===== config.mk =====
export PLATFORM = sky130hd
export DESIGN_NAME = dd_seq_ctrl
export DESIGN_NICKNAME = d
export VERILOG_FILES = /design/src/rtl/dd_pkg.sv /design/src/rtl/rca4.sv /design/src/rtl/dd_seq_ctrl.sv
export SDC_FILE = /design/constraint.sdc
export NUM_CORES = 1
export LEC_CHECK = 0
export CORE_MARGIN = 2
export CORE_UTILIZATION = 40
export DETAILED_ROUTE_END_ITERATION = 6
export GPL_ROUTABILITY_DRIVEN = 0
export PLACE_DENSITY = 0.7
export SLEW_MARGIN = 20
export SYNTH_ARGS = -nofsm -noshare
export SYNTH_HDL_FRONTEND = slang
export SYNTH_HIERARCHICAL = 1
export SYNTH_SLANG_ARGS = --single-unit

===== constraint.sdc =====
create_clock -name clk -period 4.2 [get_ports clk]
set_input_delay 1.05 -clock clk [delete_from_list [all_inputs] [get_ports clk]]
set_output_delay 1.05 -clock clk [all_outputs]
set_load 0.01 [all_outputs]

===== src/rtl/dd_pkg.sv =====
// Shared definitions for the sequential double-dabble converter.
// Contents: FSM state encoding, add-3 correction constant, correction
// threshold, and a constant power-of-ten helper for parameter checks.
package dd_pkg;

  typedef enum logic [1:0] {
    DD_IDLE  = 2'd0,
    DD_ADJ   = 2'd1,
    DD_SHIFT = 2'd2,
    DD_DONE  = 2'd3
  } dd_state_t;

  localparam logic [3:0] DD_ADD3   = 4'd3;
  localparam logic [3:0] DD_THRESH = 4'd5;

  // 10**n, evaluated at elaboration to confirm the BCD field is wide enough.
  function automatic longint dd_pow10(input int n);
    longint r;
    r = 1;
    for (int i = 0; i < n; i++) r = r * 10;
    return r;
  endfunction

endpackage


===== src/rtl/rca4.sv =====
// 4-bit ripple-carry adder.
// Ports: a, b (4-bit operands), cin (carry in), sum (4-bit), cout (carry out).
module rca4 (
  input  logic [3:0] a,
  input  logic [3:0] b,
  input  logic       cin,
  output logic [3:0] sum,
  output logic       cout
);

  logic [4:0] c;

  assign c[0] = cin;

  for (genvar i = 0; i < 4; i++) begin : g_fa
    assign sum[i]  = a[i] ^ b[i] ^ c[i];
    assign c[i+1]  = (a[i] & b[i]) | (c[i] & (a[i] ^ b[i]));
  end

  assign cout = c[4];

endmodule


===== src/rtl/dd_seq_ctrl.sv =====
// Sequential binary-to-BCD converter (double dabble). One shared rca4 adds 3
// to one digit per cycle; after every digit has been visited the whole
// {bcd, binary} register shifts left by one bit.
// Ports:
//   clk     rising-edge clock
//   rst_n   synchronous active-low reset
//   start   conversion request, sampled only in IDLE
//   bin_in  binary operand, captured on the accepting edge
//   busy    high during ADJ and SHIFT
//   done    one-cycle pulse when bcd_out is updated
//   bcd_out packed BCD result, digit 0 in [3:0], held until the next done
module dd_seq_ctrl
  import dd_pkg::*;
#(
  parameter int BIN_W  = 8,
  parameter int DIGITS = 3,
  parameter int CNT_W  = 4,
  parameter int IDX_W  = 2
) (
  input  logic                clk,
  input  logic                rst_n,
  input  logic                start,
  input  logic [BIN_W-1:0]    bin_in,
  output logic                busy,
  output logic                done,
  output logic [4*DIGITS-1:0] bcd_out
);

  localparam int BCD_W  = 4 * DIGITS;
  localparam int SREG_W = BCD_W + BIN_W;

  if (dd_pow10(DIGITS) <= (longint'(1) << BIN_W) - 1) begin : g_bad_digits
    $error("dd_seq_ctrl: DIGITS too small to hold 2**BIN_W-1");
  end
  if (BIN_W > (2 ** CNT_W) - 1) begin : g_bad_cnt_w
    $error("dd_seq_ctrl: CNT_W cannot hold BIN_W");
  end
  if (DIGITS - 1 > (2 ** IDX_W) - 1) begin : g_bad_idx_w
    $error("dd_seq_ctrl: IDX_W cannot hold DIGITS-1");
  end

  dd_state_t          state, state_nxt;
  logic [SREG_W-1:0]  sreg;
  logic [SREG_W-1:0]  sreg_shl;
  logic [CNT_W-1:0]   bit_cnt;
  logic [IDX_W-1:0]   dig_idx;
  logic [IDX_W+1:0]   dig_ofs;
  logic [3:0]         sel_dig;
  logic [3:0]         add_sum;
  logic               unused_cout;
  logic               last_dig;
  logic               last_bit;

  assign dig_ofs  = {dig_idx, 2'b00};
  assign sel_dig  = sreg[BIN_W + int'(dig_ofs) +: 4];
  assign sreg_shl = {sreg[SREG_W-2:0], 1'b0};
  assign last_dig = (dig_idx == IDX_W'(DIGITS - 1));
  assign last_bit = (bit_cnt == CNT_W'(1));

  // Digit is at most 9, so the sum never exceeds 12 and the carry is dead.
  rca4 u_add3 (
    .a    (sel_dig),
    .b    (DD_ADD3),
    .cin  (1'b0),
    .sum  (add_sum),
    .cout (unused_cout)
  );

  always_ff @(posedge clk) begin
    if (!rst_n) state <= DD_IDLE;
    else        state <= state_nxt;
  end

  always_comb begin
    state_nxt = state;
    busy      = 1'b0;
    case (state)
      DD_IDLE:  if (start) state_nxt = DD_ADJ;
      DD_ADJ: begin
        busy = 1'b1;
        if (last_dig) state_nxt = DD_SHIFT;
      end
      DD_SHIFT: begin
        busy      = 1'b1;
        state_nxt = last_bit ? DD_DONE : DD_ADJ;
      end
      DD_DONE:  state_nxt = DD_IDLE;
      default:  state_nxt = DD_IDLE;
    endcase
  end

  always_ff @(posedge clk) begin
    if (!rst_n) begin
      sreg    <= '0;
      bit_cnt <= '0;
      dig_idx <= '0;
      bcd_out <= '0;
      done    <= 1'b0;
    end else begin
      done <= 1'b0;
      case (state)
        DD_IDLE: begin
          if (start) begin
            sreg    <= {{BCD_W{1'b0}}, bin_in};
            bit_cnt <= CNT_W'(BIN_W);
            dig_idx <= '0;
          end
        end
        DD_ADJ: begin
          if (sel_dig >= DD_THRESH) sreg[BIN_W + int'(dig_ofs) +: 4] <= add_sum;
          dig_idx <= last_dig ? '0 : dig_idx + IDX_W'(1);
        end
        DD_SHIFT: begin
          sreg    <= sreg_shl;
          bit_cnt <= bit_cnt - CNT_W'(1);
          // Final shift: publish the BCD field of the shifted value.
          if (last_bit) begin
            bcd_out <= sreg_shl[SREG_W-1 -: BCD_W];
            done    <= 1'b1;
          end
        end
        default: ;
      endcase
    end
  end

endmodule


==> results.tsv, run 1 <==
stage	metric	value	unit
worst_setup_path	cp-start-kind	register	
clock_network	cts_tree	built	
clock_network	postCtsHoldBufs	0	
synth	syn-mean-instance-area	8.589	sq um
route	routed_wl	5662	microns
die	die-area	0.006829	sq mm
global_routing	grt_overflow_total	0	
global_routing	grtUsageMet2	0.2895	
route	vias	2136	
worst_setup_path	cp.required	4420	ps
clock_network	ctsHtreeMaxLevel	2	
power	leakage	0.9514	nW
worst_setup_path	cp_cell_sequence	mux2i_1 > o2bb2ai_1 > fa_1 > inv_1 > fa_1 > inv_1 > fa_1 > inv_1 > fa_1 > inv_1 > nand2_1 > o32ai_1 > a22oi_1 > o31ai_2	
worst_setup_path	r2r_slack	750	ps
route	drt_pass1_iterations	5	
worst_setup_path	path_buf_inv	4	
clock_network	numCtsBuffers	5	
worst_setup_path	cp_num_cells	14	
finish	area_delta_synth_final	15.07	%
worst_setup_path	rr_worst_depth	14	
global_routing	grt_pass1_wl	9501	microns
finish	n_antenna_cell	0	
timing	finalHoldViolations	0	
clock_network	clockBufferDepth	2	
min_path	hp-start	bcd_out[5]	
clock_network	cts_sinks	41	
timing	worst_slew_pin_slew	928.9	ps
worst_setup_path	cp_top_family	adder cells	
synth	synth_cells	288	
die	ios	25	
global_routing	grt_use_met3	0.03913	
finish	multi_input_area	0.001463	sq mm
global_routing	grtUsageTotal	0.1800	
job	drv_cap	0	
die	rows	28	
timing	fin_ws	745.4	ps
power	peakVddDrop	251.5	uV
synth	syn_area	0.002474	sq mm
global_routing	busiest_layer	met2	
timing	rsz0062_at_grt	false	
route	ant_nets	0	
timing	min_period_over_period	0.8225	
finish	nFillCells	614	
power	cellPowerDensity	485.5	mW/mm^2
worst_setup_path	worstReg2RegEnd	sreg[15]	
route	drtIter0Drc	218	
outcome	status	completed	
timing	setup_viol	0	
timing	fin_crit	3455	ps
global_routing	grt_max_degree	51	
worst_setup_path	slowest_stage	dfxtp_1	
timing	fmax	289.5	MHz
worst_setup_path	critPathMaxFanout	10	
timing	relSlewSlack	0.3807	
global_routing	grtUsageMet1	0.2400	
min_path	hold_class	register to register	
global_routing	grt_pass1_vias	1966	
worst_setup_path	endpoint_kind	register	
route	routed_via_density	5.666	
timing	slew_viol_final	0	
die	die_h	82.64	microns
worst_setup_path	endpoint	sreg[15]	
clock_network	cts_resized	0	
die	core	0.005956	sq mm
worst_setup_path	worstPathArrival	3670	ps
placed_design	dp_hpwl	3823	microns
route	drc_errors	0	
clock_network	cts_setup_buffers	0	
worst_setup_path	reg2reg_from	dig_idx[1]	
die	die_w	82.64	microns
placed_design	dpl_worst_slack	766.8	ps
synth	yosys_warnings	6	
finish	drive_above_1_share	0.1060	
timing	tns	0	ps
finish	final_nets	327	
timing	skew	11.29	ps
die	start_util	0.4153	
clock_network	root_buffer	clkbuf_8	
placed_design	io_buffers	24	
route	drt-wirelength-per-cell	15.02	microns
finish	seqCellArea	820.8	sq um
clock_network	clk_latency	300	ps
clock_network	path_clk_slew	80	ps
worst_setup_path	slowest_delay	640	ps
global_routing	antenna_found_initial	0	
worst_setup_path	startpoint	dig_idx[1]	
worst_setup_path	critPathKind	register to register	
stage by stage:
| stage | cell area, sq um | std cells | hold slack [ps] | total power, mW | util |
|---|---|---|---|---|---|
| CTS | 2846 | 377 | 467.9 | 1.386 | 0.4779 |
| global route | 2846 | 377 | 479.2 | 1.480 | 0.4779 |
| floorplan | 2485 | 291 | 453.6 | 0.9346 | - |
| global placement | 2726 | 369 | 451.6 | 1.035 | 0.4578 |
| detailed placement | 2726 | 369 | 456.2 | 1.045 | 0.4578 |
| finish | 2846 | 377 | 465.2 | 1.382 | 0.4779 |
registers in the layout, indices dropped and copies added (netlist names):
signal and count:
sreg 20, dig_idx 2, state 2, done 1, bcd_out 12, bit_cnt 4
cell type report:
type                    instances  share of cell area
clock buffers                   6             0.02901
inverters                      21             0.02769
clock inverters                 2             0.01319
repair buffers                 28             0.09494
flip-flops and latches         41              0.2884
multi-input cells             204              0.5138
well taps                      75             0.03297
layout by cell type (no fill, tap or decap), types with 5 or more instances in the layout:
cell and n:
ha_1 11, a222oi_1 8, a22oi_1 9, a21oi_1 5, nand4_1 19, nand2_1 49, mux2i_1 5, clkbuf_8 6
o21ai_0 10, o31ai_2 16, dfxtp_1 41, a21boi_0 12, inv_1 20, clkdlybuf4s50_1 24, conb_1 5
routing by layer:
metal	up-vias	routed length (microns)
met2	58	2588
met1	1002	2668
met4	0	73
met3	7	332
met5	-	0
li1	1069	-
worst register-to-register path, stage by stage, from the launching register on:
cell and delay [ps]:
dfxtp_1 640, mux2i_1 250, o2bb2ai_1 150, fa_1 450
inv_1 70, fa_1 150, inv_1 50, fa_1 340
inv_1 70, fa_1 400, inv_1 100, nand2_1 90
o32ai_1 310, a22oi_1 110, o31ai_2 200
report_power, final:
group | total, mW | internal (mW) | switching, mW
Clock | 0.340 | 0.193 | 0.147
Sequential | 0.482 | 0.433 | 0.0486
Combinational | 0.560 | 0.188 | 0.373
worst min path at each step:
stage | to | slack (ps) | cells after the start
final | bcd_out[5] | 470 | 2
after detailed placement | bcd_out[5] | 460 | 2
after CTS | bcd_out[5] | 470 | 2
after floorplan | sreg[0] | 450 | 2
after global placement | bcd_out[9] | 450 | 2
after global routing | bcd_out[5] | 480 | 2
No activity file was read; power rests on OpenSTA's default activity.
==> run 2: changes to the inputs <==
- PLACE_DENSITY: 0.7 -> 0.73
- clock period: 4.2 -> 3.08 ns (I/O delays scaled with it)
==> results.tsv, run 2 (synthesis gave the netlist of run 1 again) <==
stage	metric	value	unit
die	start_util	0.4153	
global_routing	grt_overflow_total	0	
timing	fin_crit	2886	ps
power	clkPwrFrac	0.238	
power	comb_power_share	0.425	
clock_network	postCtsHoldBufs	0	
timing	worst_slew_pin_slew	921.5	ps
route	met2_wirelength	2872	microns
global_routing	antenna_found_initial	0	
finish	area_delta_synth_final	18.16	%
route	routed_via_density	5.726	
power	fin_total_pwr	1.910	mW
die	die-area	0.006829	sq mm
route	drt_pass1_iterations	6	
power	peakVddDrop	341.7	uV
worst_setup_path	worstPathArrival	3100	ps
clock_network	path_clk_slew	80	ps
timing	fmax	346.5	MHz
clock_network	cts_setup_buffers	0	
power	cellPowerDensity	653.5	mW/mm^2
clock_network	cts_sinks	41	
placed_design	place_area	0.002771	sq mm
worst_setup_path	slowest_stage	fa_1	
timing	slew_viol_final	0	
min_path	hold_class	register to register	
global_routing	grt_pass1_wl	9811	microns
worst_setup_path	rr_worst_depth	14	
min_path	holdPathEnd	bcd_out[1]	
global_routing	grt_pass1_vias	2118	
power	p_sw	0.7779	mW
min_path	hp-start	bcd_out[1]	
die	core	0.005956	sq mm
worst_setup_path	cp-start-kind	register	
die	die_w	82.64	microns
route	routed_wl	5747	microns
finish	fin_util	0.4908	
power	leakage	0.9859	nW
finish	final_nets	333	
worst_setup_path	critPathMaxFanout	4	
timing	setup_viol	0	
power	p_int	1.132	mW
clock_network	cts_tree	built	
timing	rsz0062_at_grt	false	
timing	min_period_over_period	0.9370	
timing	hold_slack	463.7	ps
route	vias	2193	
die	ios	25	
route	ant_nets	0	
route	drc_errors	0	
route	drt-wirelength-per-cell	15.01	microns
job	drv_cap	0	
clock_network	numCtsBuffers	5	
power	power.share.switching	0.4073	
placed_design	io_buffers	24	
die	rows	28	
worst_setup_path	cp_cell_sequence	mux2i_2 > o2bb2ai_2 > fa_2 > inv_2 > fa_2 > inv_1 > fa_2 > inv_2 > fa_1 > inv_2 > nand2_2 > o32ai_2 > a22oi_1 > o31ai_2	
worst_setup_path	critPathKind	register to register	
finish	nFillCells	599	
finish	drive_above_1_share	0.1591	
finish	largest_register_ffs	20	
timing	skew	4.556	ps
outcome	status	completed	
finish	design_area	0.002923	sq mm
worst_setup_path	cp.required	3290	ps
global_routing	grt_max_degree	27	
finish	final_common_cell	nand2_1	
worst_setup_path	endpoint_kind	register	
global_routing	grtUsageTotal	0.1860	
route	wl_met3	313	microns
clock_network	clk_latency	300	ps
worst_setup_path	worstReg2RegEnd	sreg[15]	
finish	n_antenna_cell	0	
timing	relSlewSlack	0.3857	
route	drtIter0Drc	201	
clock_network	ctsHtreeMaxLevel	2	
worst_setup_path	r2r_slack	190	ps
timing	tns	0	ps
worst_setup_path	reg2reg_from	dig_idx[1]	
power	power.share.sequential	0.338	
route	wirelength_met1	2500	microns
finish	reg_top3	sreg x20, bcd_out x12, bit_cnt x4	
die	die_h	82.64	microns
worst_setup_path	slowest_delay	420	ps
placed_design	dp_hpwl	3953	microns
timing	finalHoldViolations	0	
min_path	holdPathStages	2	
finish	final_cell_mix	48 x nand2_1, 40 x dfxtp_1, 24 x clkdlybuf4s50_1	
clock_network	root_buffer	clkbuf_8	
finish	regMostFlops	sreg	
route	top_layer	met4	
clock_network	clockBufferDepth	2	
[run 2: cell type report]
cell class | instances | area (sq um) | share of cell area
multi-input combinational | 204 | 1490 | 0.5098
sequential | 41 | 824.5 | 0.2821
timing repair buffer | 34 | 315.3 | 0.1079
tap | 75 | 93.84 | 0.03211
clock buffer | 6 | 82.58 | 0.02825
inverter | 21 | 78.83 | 0.02697
clock inverter | 2 | 37.54 | 0.01284
[run 2: layer usage]
metal,vias up,GRT usage
met3,6,0.03804
met5,-,0
met2,68,0.3250
met1,1046,0.2326
li1,1073,-
met4,0,0.04918
[run 2: worst max path at each step]
stage / start / to / slack [ps] / cells past startpoint
after floorplan: dig_idx[1] / sreg[15] / 60 / 15
after global placement: dig_idx[1] / sreg[15] / 70 / 14
after detailed placement: dig_idx[1] / sreg[15] / -30 / 14
after CTS: dig_idx[1] / sreg[15] / 20 / 14
after global routing: dig_idx[1] / sreg[15] / 20 / 14
final: dig_idx[1] / sreg[15] / 190 / 14
[run 2: worst max-delay path: cells and delay by family (launching register included)]
family,cells,cell delay (ps)
muxes,1,220
DFF,1,390
buffers and inverters,4,240
adders and majority gates,4,1260
AOI/OAI and AO/OA,4,640
and+or+nand+nor,1,70
[run 2: repair_timing]
item                       in CTS  in global routing
pin swaps                       0                  6
setup endpoints to repair       1                  4
gates resized for setup         1                 11
[run 2: through the flow]
| stage | setup slack (ps) | std cells |
|---|---|---|
| 2_1_floorplan | 61.60 | 291 |
| 3_3_place_gp | 69.97 | 375 |
| 3_5_place_dp | -29.33 | 375 |
| 4_1_cts | 22.23 | 383 |
| 5_1_grt | 17.18 | 383 |
| 6_report | 193.9 | 383 |
[run 2: power by group through the flow]
stage / registers [mW] / logic, mW / clock network (mW)
floorplan: 0.642 / 0.633 / 0
global placement: 0.652 / 0.785 / 0
detailed placement: 0.655 / 0.800 / 0
CTS: 0.643 / 0.804 / 0.461
global route: 0.652 / 0.908 / 0.482
finish: 0.645 / 0.811 / 0.454
